$ cat src/rtl/fixed_range_reduction_arbiter_if.sv
// Bus bundle for fixed_range_reduction_arbiter: NUM_REQ packed request lanes in,
// one normalised (Q1.(WIDTH-1)) result out.
interface fixed_range_reduction_arbiter_if #(
  parameter int WIDTH   = 16,
  parameter int NUM_REQ = 4
);
  localparam int MSB_WIDTH = $clog2(WIDTH);
  localparam int ID_WIDTH  = $clog2(NUM_REQ);

  // Handshake: a transfer happens on a rising clk edge when valid and ready are
  // both high. The sender holds its data stable while valid=1 and ready=0.
  // ready may depend on valid, but valid must never wait for ready.
  logic [NUM_REQ*WIDTH-1:0] data_in_0;
  logic [NUM_REQ-1:0]       data_in_0_valid;
  logic [NUM_REQ-1:0]       data_in_0_ready;
  logic [WIDTH-1:0]         data_out_0;
  logic [MSB_WIDTH-1:0]     msb_index_out;
  logic                     not_found_out;
  logic [ID_WIDTH-1:0]      req_id_out;
  logic                     data_out_0_valid;
  logic                     data_out_0_ready;

  modport master (
    output data_in_0, data_in_0_valid, data_out_0_ready,
    input  data_in_0_ready, data_out_0, msb_index_out, not_found_out,
           req_id_out, data_out_0_valid
  );

  modport slave (
    input  data_in_0, data_in_0_valid, data_out_0_ready,
    output data_in_0_ready, data_out_0, msb_index_out, not_found_out,
           req_id_out, data_out_0_valid
  );
endinterface

$ cat src/rtl/fixed_range_reduction_arbiter.sv
// Round-robin arbiter sharing one leading-one detect + normalise datapath among NUM_REQ lanes.
// Define FIXED_RANGE_REDUCTION_ARB_PIPE_EN for a two-stage (latency 2) variant.
module fixed_range_reduction_arbiter #(
  parameter int WIDTH   = 16,
  parameter int NUM_REQ = 4
) (
  input  logic                       clk,
  input  logic                       rst,
  fixed_range_reduction_arbiter_if.slave bus,
  output logic [1:0]                 dbg_state_o,
  output logic [$clog2(NUM_REQ)-1:0] dbg_ptr_o
);
  localparam int MSB_WIDTH = $clog2(WIDTH);
  localparam int ID_WIDTH  = $clog2(NUM_REQ);

  typedef enum logic {EMPTY = 1'b0, FULL = 1'b1} stage_e;

  stage_e               out_state_q;
  logic [ID_WIDTH-1:0]  ptr_q, ptr_d;
  logic [WIDTH-1:0]     data_q;
  logic [MSB_WIDTH-1:0] msb_q;
  logic                 nf_q;
  logic [ID_WIDTH-1:0]  id_q;

  logic [WIDTH-1:0]     ops [NUM_REQ];
  logic                 grant_found;
  logic [ID_WIDTH-1:0]  grant_idx, cand;
  logic                 out_drain, can_accept, take, load_out;
  logic [NUM_REQ-1:0]   ready;
  logic [WIDTH-1:0]     dp_op, dp_norm;
  logic [ID_WIDTH-1:0]  dp_id;
  logic [MSB_WIDTH-1:0] dp_msb;
  logic                 dp_found;

  for (genvar r = 0; r < NUM_REQ; r++) begin : g_unpack
    assign ops[r] = bus.data_in_0[r*WIDTH +: WIDTH];
  end

  assign out_drain = (out_state_q == FULL) && bus.data_out_0_ready;

  // First valid lane at or after the pointer, wrapping around.
  always_comb begin
    grant_found = 1'b0;
    grant_idx   = ptr_q;
    cand        = '0;
    for (int k = 0; k < NUM_REQ; k++) begin
      cand = ID_WIDTH'((int'(ptr_q) + k) % NUM_REQ);
      if (!grant_found && bus.data_in_0_valid[cand]) begin
        grant_found = 1'b1;
        grant_idx   = cand;
      end
    end
  end

`ifdef FIXED_RANGE_REDUCTION_ARB_PIPE_EN
  logic                s1_valid_q;
  logic [WIDTH-1:0]    s1_op_q;
  logic [ID_WIDTH-1:0] s1_id_q;

  // Stage 1 moves forward whenever the output stage is empty or draining.
  assign load_out    = s1_valid_q && ((out_state_q == EMPTY) || bus.data_out_0_ready);
  assign can_accept  = !s1_valid_q || load_out;
  assign dp_op       = s1_op_q;
  assign dp_id       = s1_id_q;
  assign dbg_state_o = {s1_valid_q, out_state_q == FULL};
`else
  assign can_accept  = (out_state_q == EMPTY) || bus.data_out_0_ready;
  assign load_out    = take;
  assign dp_op       = ops[grant_idx];
  assign dp_id       = grant_idx;
  assign dbg_state_o = {1'b0, out_state_q == FULL};
`endif

  assign take = !rst && grant_found && can_accept;

  always_comb begin
    ready = '0;
    if (take) ready[grant_idx] = 1'b1;
  end

  always_comb begin
    ptr_d = ptr_q;
    if (take) ptr_d = (grant_idx == ID_WIDTH'(NUM_REQ-1)) ? '0 : grant_idx + 1'b1;
  end

  // Leading-one detect; zero operand leaves all outputs at their defaults.
  always_comb begin
    dp_found = 1'b0;
    dp_msb   = '0;
    dp_norm  = '0;
    for (int b = 0; b < WIDTH; b++) begin
      if (dp_op[b]) begin
        dp_found = 1'b1;
        dp_msb   = MSB_WIDTH'(b);
      end
    end
    if (dp_found) dp_norm = dp_op << (MSB_WIDTH'(WIDTH-1) - dp_msb);
  end

  always_ff @(posedge clk) begin
    if (rst) begin
      out_state_q <= EMPTY;
      ptr_q       <= '0;
      data_q      <= '0;
      msb_q       <= '0;
      nf_q        <= 1'b0;
      id_q        <= '0;
`ifdef FIXED_RANGE_REDUCTION_ARB_PIPE_EN
      s1_valid_q  <= 1'b0;
      s1_op_q     <= '0;
      s1_id_q     <= '0;
`endif
    end else begin
      ptr_q <= ptr_d;
`ifdef FIXED_RANGE_REDUCTION_ARB_PIPE_EN
      if (take) begin
        s1_valid_q <= 1'b1;
        s1_op_q    <= ops[grant_idx];
        s1_id_q    <= grant_idx;
      end else if (load_out) begin
        s1_valid_q <= 1'b0;
      end
`endif
      if (load_out) begin
        out_state_q <= FULL;
        data_q      <= dp_norm;
        msb_q       <= dp_msb;
        nf_q        <= !dp_found;
        id_q        <= dp_id;
      end else if (out_drain) begin
        out_state_q <= EMPTY;
      end
    end
  end

  assign bus.data_in_0_ready  = ready;
  assign bus.data_out_0       = data_q;
  assign bus.msb_index_out    = msb_q;
  assign bus.not_found_out    = nf_q;
  assign bus.req_id_out       = id_q;
  assign bus.data_out_0_valid = (out_state_q == FULL);
  assign dbg_ptr_o            = ptr_q;
endmodule

$ cat src/flat_wrapper.sv
// flat-port wrapper written by rule: the top's interface ports become plain ports
module fixed_range_reduction_arbiter_flat 
#(
  parameter int WIDTH   = 16,
  parameter int NUM_REQ = 4
)
  (clk, rst, dbg_state_o, dbg_ptr_o, bus_data_in_0, bus_data_in_0_valid, bus_data_out_0_ready, bus_data_in_0_ready, bus_data_out_0, bus_msb_index_out, bus_not_found_out, bus_req_id_out, bus_data_out_0_valid);
  fixed_range_reduction_arbiter_if #(.WIDTH(WIDTH), .NUM_REQ(NUM_REQ)) bus_i ();
  input  logic clk;
  input  logic rst;
  output logic [1:0] dbg_state_o;
  output logic [$clog2(NUM_REQ)-1:0] dbg_ptr_o;
  input wire logic [$bits(bus_i.data_in_0)-1:0] bus_data_in_0;
  input wire logic [$bits(bus_i.data_in_0_valid)-1:0] bus_data_in_0_valid;
  input wire logic [$bits(bus_i.data_out_0_ready)-1:0] bus_data_out_0_ready;
  output wire logic [$bits(bus_i.data_in_0_ready)-1:0] bus_data_in_0_ready;
  output wire logic [$bits(bus_i.data_out_0)-1:0] bus_data_out_0;
  output wire logic [$bits(bus_i.msb_index_out)-1:0] bus_msb_index_out;
  output wire logic [$bits(bus_i.not_found_out)-1:0] bus_not_found_out;
  output wire logic [$bits(bus_i.req_id_out)-1:0] bus_req_id_out;
  output wire logic [$bits(bus_i.data_out_0_valid)-1:0] bus_data_out_0_valid;
  assign bus_i.data_in_0 = bus_data_in_0;
  assign bus_i.data_in_0_valid = bus_data_in_0_valid;
  assign bus_i.data_out_0_ready = bus_data_out_0_ready;
  assign bus_data_in_0_ready = bus_i.data_in_0_ready;
  assign bus_data_out_0 = bus_i.data_out_0;
  assign bus_msb_index_out = bus_i.msb_index_out;
  assign bus_not_found_out = bus_i.not_found_out;
  assign bus_req_id_out = bus_i.req_id_out;
  assign bus_data_out_0_valid = bus_i.data_out_0_valid;
  fixed_range_reduction_arbiter #(.WIDTH(WIDTH), .NUM_REQ(NUM_REQ)) u_core (.clk(clk), .rst(rst), .bus(bus_i), .dbg_state_o(dbg_state_o), .dbg_ptr_o(dbg_ptr_o));
endmodule
$ cat config.mk
export PLATFORM = sky130hd
export DESIGN_NAME = fixed_range_reduction_arbiter_flat
export DESIGN_NICKNAME = d
export VERILOG_FILES = /design/src/rtl/fixed_range_reduction_arbiter_if.sv /design/src/rtl/fixed_range_reduction_arbiter.sv /design/src/flat_wrapper.sv
export SDC_FILE = /design/constraint.sdc
export NUM_CORES = 1
export LEC_CHECK = 0
export CELL_PAD_IN_SITES_DETAIL_PLACEMENT = 0
export CELL_PAD_IN_SITES_GLOBAL_PLACEMENT = 1
export CORE_MARGIN = 5
export CORE_UTILIZATION = 40
export CTS_CLUSTER_SIZE = 20
export DETAILED_ROUTE_END_ITERATION = 16
export DONT_BUFFER_PORTS = 1
export PLACE_DENSITY = 0.74
export SETUP_SLACK_MARGIN = 0.15
export SYNTH_ARGS = -nofsm -noshare
export SYNTH_HDL_FRONTEND = slang
export SYNTH_SLANG_ARGS = --single-unit
$ cat constraint.sdc
create_clock -name clk -period 3 [get_ports clk]
set_input_delay 0.3 -clock clk [delete_from_list [all_inputs] [get_ports clk]]
set_output_delay 0.3 -clock clk [all_outputs]
set_load 0.005 [all_outputs]
==> results.json <==
{
  "ys.flop_type": "dfxtp_1",
  "fp.dieH_um": 91.63,
  "avgSynthCellArea_sq_um": 7.614,
  "yosys_warnings": 0,
  "overflow": 0,
  "clk_pin_slew_ns": 0.10,
  "max-vdd-ir-drop_mv": 0.3846,
  "worstMarginPinSlew_ns": 1.072,
  "cts_buffers": 3,
  "grtUsageTotal_pct": 21.47,
  "grt_max_degree": 23,
  "relSlewSlack_pct": 28.17,
  "cellPowerDensity_nw_per_um2": 924.5,
  "synth_cells": 350,
  "p_leak_nw": 1.570,
  "cpPeakStageDelay_ns": 0.46,
  "coreArea_sq_um": 6422,
  "critical_path_peak_fanout": 15,
  "tritoncts": "yes",
  "drive_above_1_share_pct": 38.24,
  "path_cells": "nor2b_4, a2111o_1, and3_1, a211o_1, buf_6, and2_4, a221oi_2, o211ai_2, buf_12, buf_12, mux2_4, a31o_1, a32o_1",
  "synthArstFlopShare_pct": 0,
  "diodes": 0,
  "fin_cells": 498,
  "end_kind": "register",
  "critPathArrivalTime_ns": 3.52,
  "dieArea_sq_um": 8395,
  "dp_cells": 488,
  "failed_checks": "setup timing",
  "clkLatencyLatePin_ns": 0.28,
  "htree_levels": 1,
  "initial_utilization_pct": 41.50,
  "yosysTopAreaCell": "dfxtp_1",
  "antenna_found_initial": 0,
  "finalSetupViolCount": 15,
  "maxCapViolCount": 0,
  "startpoint_type": "register",
  "cts.sinks": 26,
  "final_antenna_net_count": 0,
  "outcome": "finished with violations",
  "die-width_um": 91.63,
  "std_cell_rows": 29,
  "hold_viol": 0,
  "yosysUniqueCellTypes": 63,
  "worst_slack_ns": -0.3406,
  "maxSlewViolCount": 0,
  "syn_area_sq_um": 2665,
  "slowest_stage": "a2111o_1",
  "syn_to_final_growth_pct": 37.84,
  "worst_hold_path_type": "in -> reg",
  "whs_ns": 0.07141,
  "hpwl_um": 7381,
  "synth_enable_flop_cells": 0,
  "rsz0062_at_grt": "true",
  "max_freq_mhz": 299.3,
  "port-buffer-count": 0,
  "critPathKind": "reg -> reg",
  "wl_per_cell_um": 18.73,
  "required_ns": 3.17,
  "drc": 0,
  "tns_ns": -3.245,
  "cts-root-buf": "clkbuf_8",
  "grt_pass1_vias": 3028,
  "final_util_pct": 57.20,
  "yosysSeqAreaShare_pct": 19.53,
  "routed_wl_um": 9330,
  "place_congestion": 0.9248,
  "power_mw": 3.396,
  "syn_nets": 425,
  "drt_pre_antenna_iters": 4,
  "viasPerCell": 6.034,
  "synth_common_cells": "51 x nand3_1, 33 x o21ai_0, 31 x nand2_1",
  "cp_common_cell": "buf_12",
  "grt_pass1_wl_um": 15100,
  "ios": 103,
  "cts_buffer_depth": 2,
  "via_count": 3005,
  "synth_most_common_cell": "nand3_1",
  "clock_skew_ns": 0.004122,
  "post-route-period-util_pct": 111.4,
  "post-synth-top-area-fraction_pct": 19.53,
  "fin_crit_ns": 3.341,
  "drtIter0Drc": 154,
  "final_nets": 497,
  "synth.area.top_cells": "dfxtp_1 20%, nand3_1 9.6%, mux2i_1 7.5%",
  "synth_seq_cells": 26
}
[path summary, 6_finish.rpt]
check	start	slack, ns	cells after the start	end
min	rst	0.07	1	u_core.bus.data_out_0[11]
min reg2reg	u_core.bus.req_id_out[0]	0.48	2	u_core.bus.req_id_out[0]
max	u_core.dbg_ptr_o[1]	-0.34	13	u_core.bus.data_out_0[8]
max reg2reg	u_core.dbg_ptr_o[1]	-0.34	13	u_core.bus.data_out_0[8]
[worst max-delay path, delay by kind of cell (launching register included)]
| kind | cells | cell delay, ns |
|---|---|---|
| DFF | 1 | 0.37 |
| buffers and inverters | 3 | 0.45 |
| muxes | 1 | 0.29 |
| AOI/OAI and AO/OA | 6 | 1.62 |
| and+or+nand+nor | 3 | 0.49 |
[layer usage]
| layer | global-route usage [%] | wire, um |
|---|---|---|
| met5 | 0 | 0 |
| met2 | 36.21 | 4405 |
| met4 | 4.397 | 99 |
| met1 | 28.78 | 4233 |
| met3 | 3.682 | 591 |
[through the flow]
step / cell area [sq um] / setup WS (ns)
floorplan: 2708 / -0.2462
global placement: 3341 / -0.3225
detailed placement: 3341 / -0.4127
CTS: 3602 / -0.3183
global route: 3674 / -0.5142
finish: 3674 / -0.3406
[kinds of logic after synthesis]
logic type | after synthesis | share of synthesized area (%)
and+or+nand+nor | 152 | 29.20
AOI/OAI and AO/OA | 111 | 32.54
buffers and inverters | 31 | 6.948
DFF | 26 | 19.53
muxes | 25 | 9.765
adders and majority gates | 4 | 1.878
other | 1 | 0.1407
[power breakdown]
group | internal [mW] | switching (mW) | leakage (nW)
clock | 0.179 | 0.119 | 0.0357
sequential | 0.444 | 0.0833 | 0.216
combinational | 1.30 | 1.27 | 1.32
total | 1.93 | 1.47 | 1.57
[cells in the final DEF, fill, tap and decap left out, types with 3 or more instances in the layout]
master,instances
and3_1,11
buf_6,3
buf_4,84
o21ai_1,8
and2_1,9
a22oi_2,3
nor3_1,4
ha_1,4
nand3_1,44
nor2_1,17
clkbuf_8,3
mux2_4,4
a211oi_2,6
nor2b_1,6
nand2_1,31
a221oi_2,4
buf_12,5
dfxtp_1,24
o21ai_2,3
o21ai_0,29
a31oi_1,4
mux2i_1,17
a22oi_1,6
a22o_1,3
a211o_1,4
nand3b_1,4
a21oi_1,7
nand3_2,10
[state kept, by name, summed over array words and instances, names as in the netlist]
signal and cells:
u_core.bus.data_out_0 16, u_core.bus.not_found_out 1, u_core.bus.req_id_out 2, u_core.bus.data_out_0_valid 1
u_core.bus.msb_index_out 4, u_core.dbg_ptr_o 2
[area by class of cell]
cell class / count / area [sq um]
sequential: 26 / 525.5
clock buffer: 3 / 41.29
inverter: 4 / 20.02
fill: 604 / 2749
tap: 77 / 96.34
multi-input combinational: 293 / 2148
clock inverter: 1 / 30.03
timing repair buffer: 94 / 812.0
[what timing repair did]
item                       4_1_cts  5_1_grt
hold buffers                     0        0
gates resized for setup         26       15
pin swaps                        5        2
setup endpoints to repair       18       20
setup buffers                    3        2
gates cloned                     1        0
Note: power is estimated with default switching activity, not from simulation.
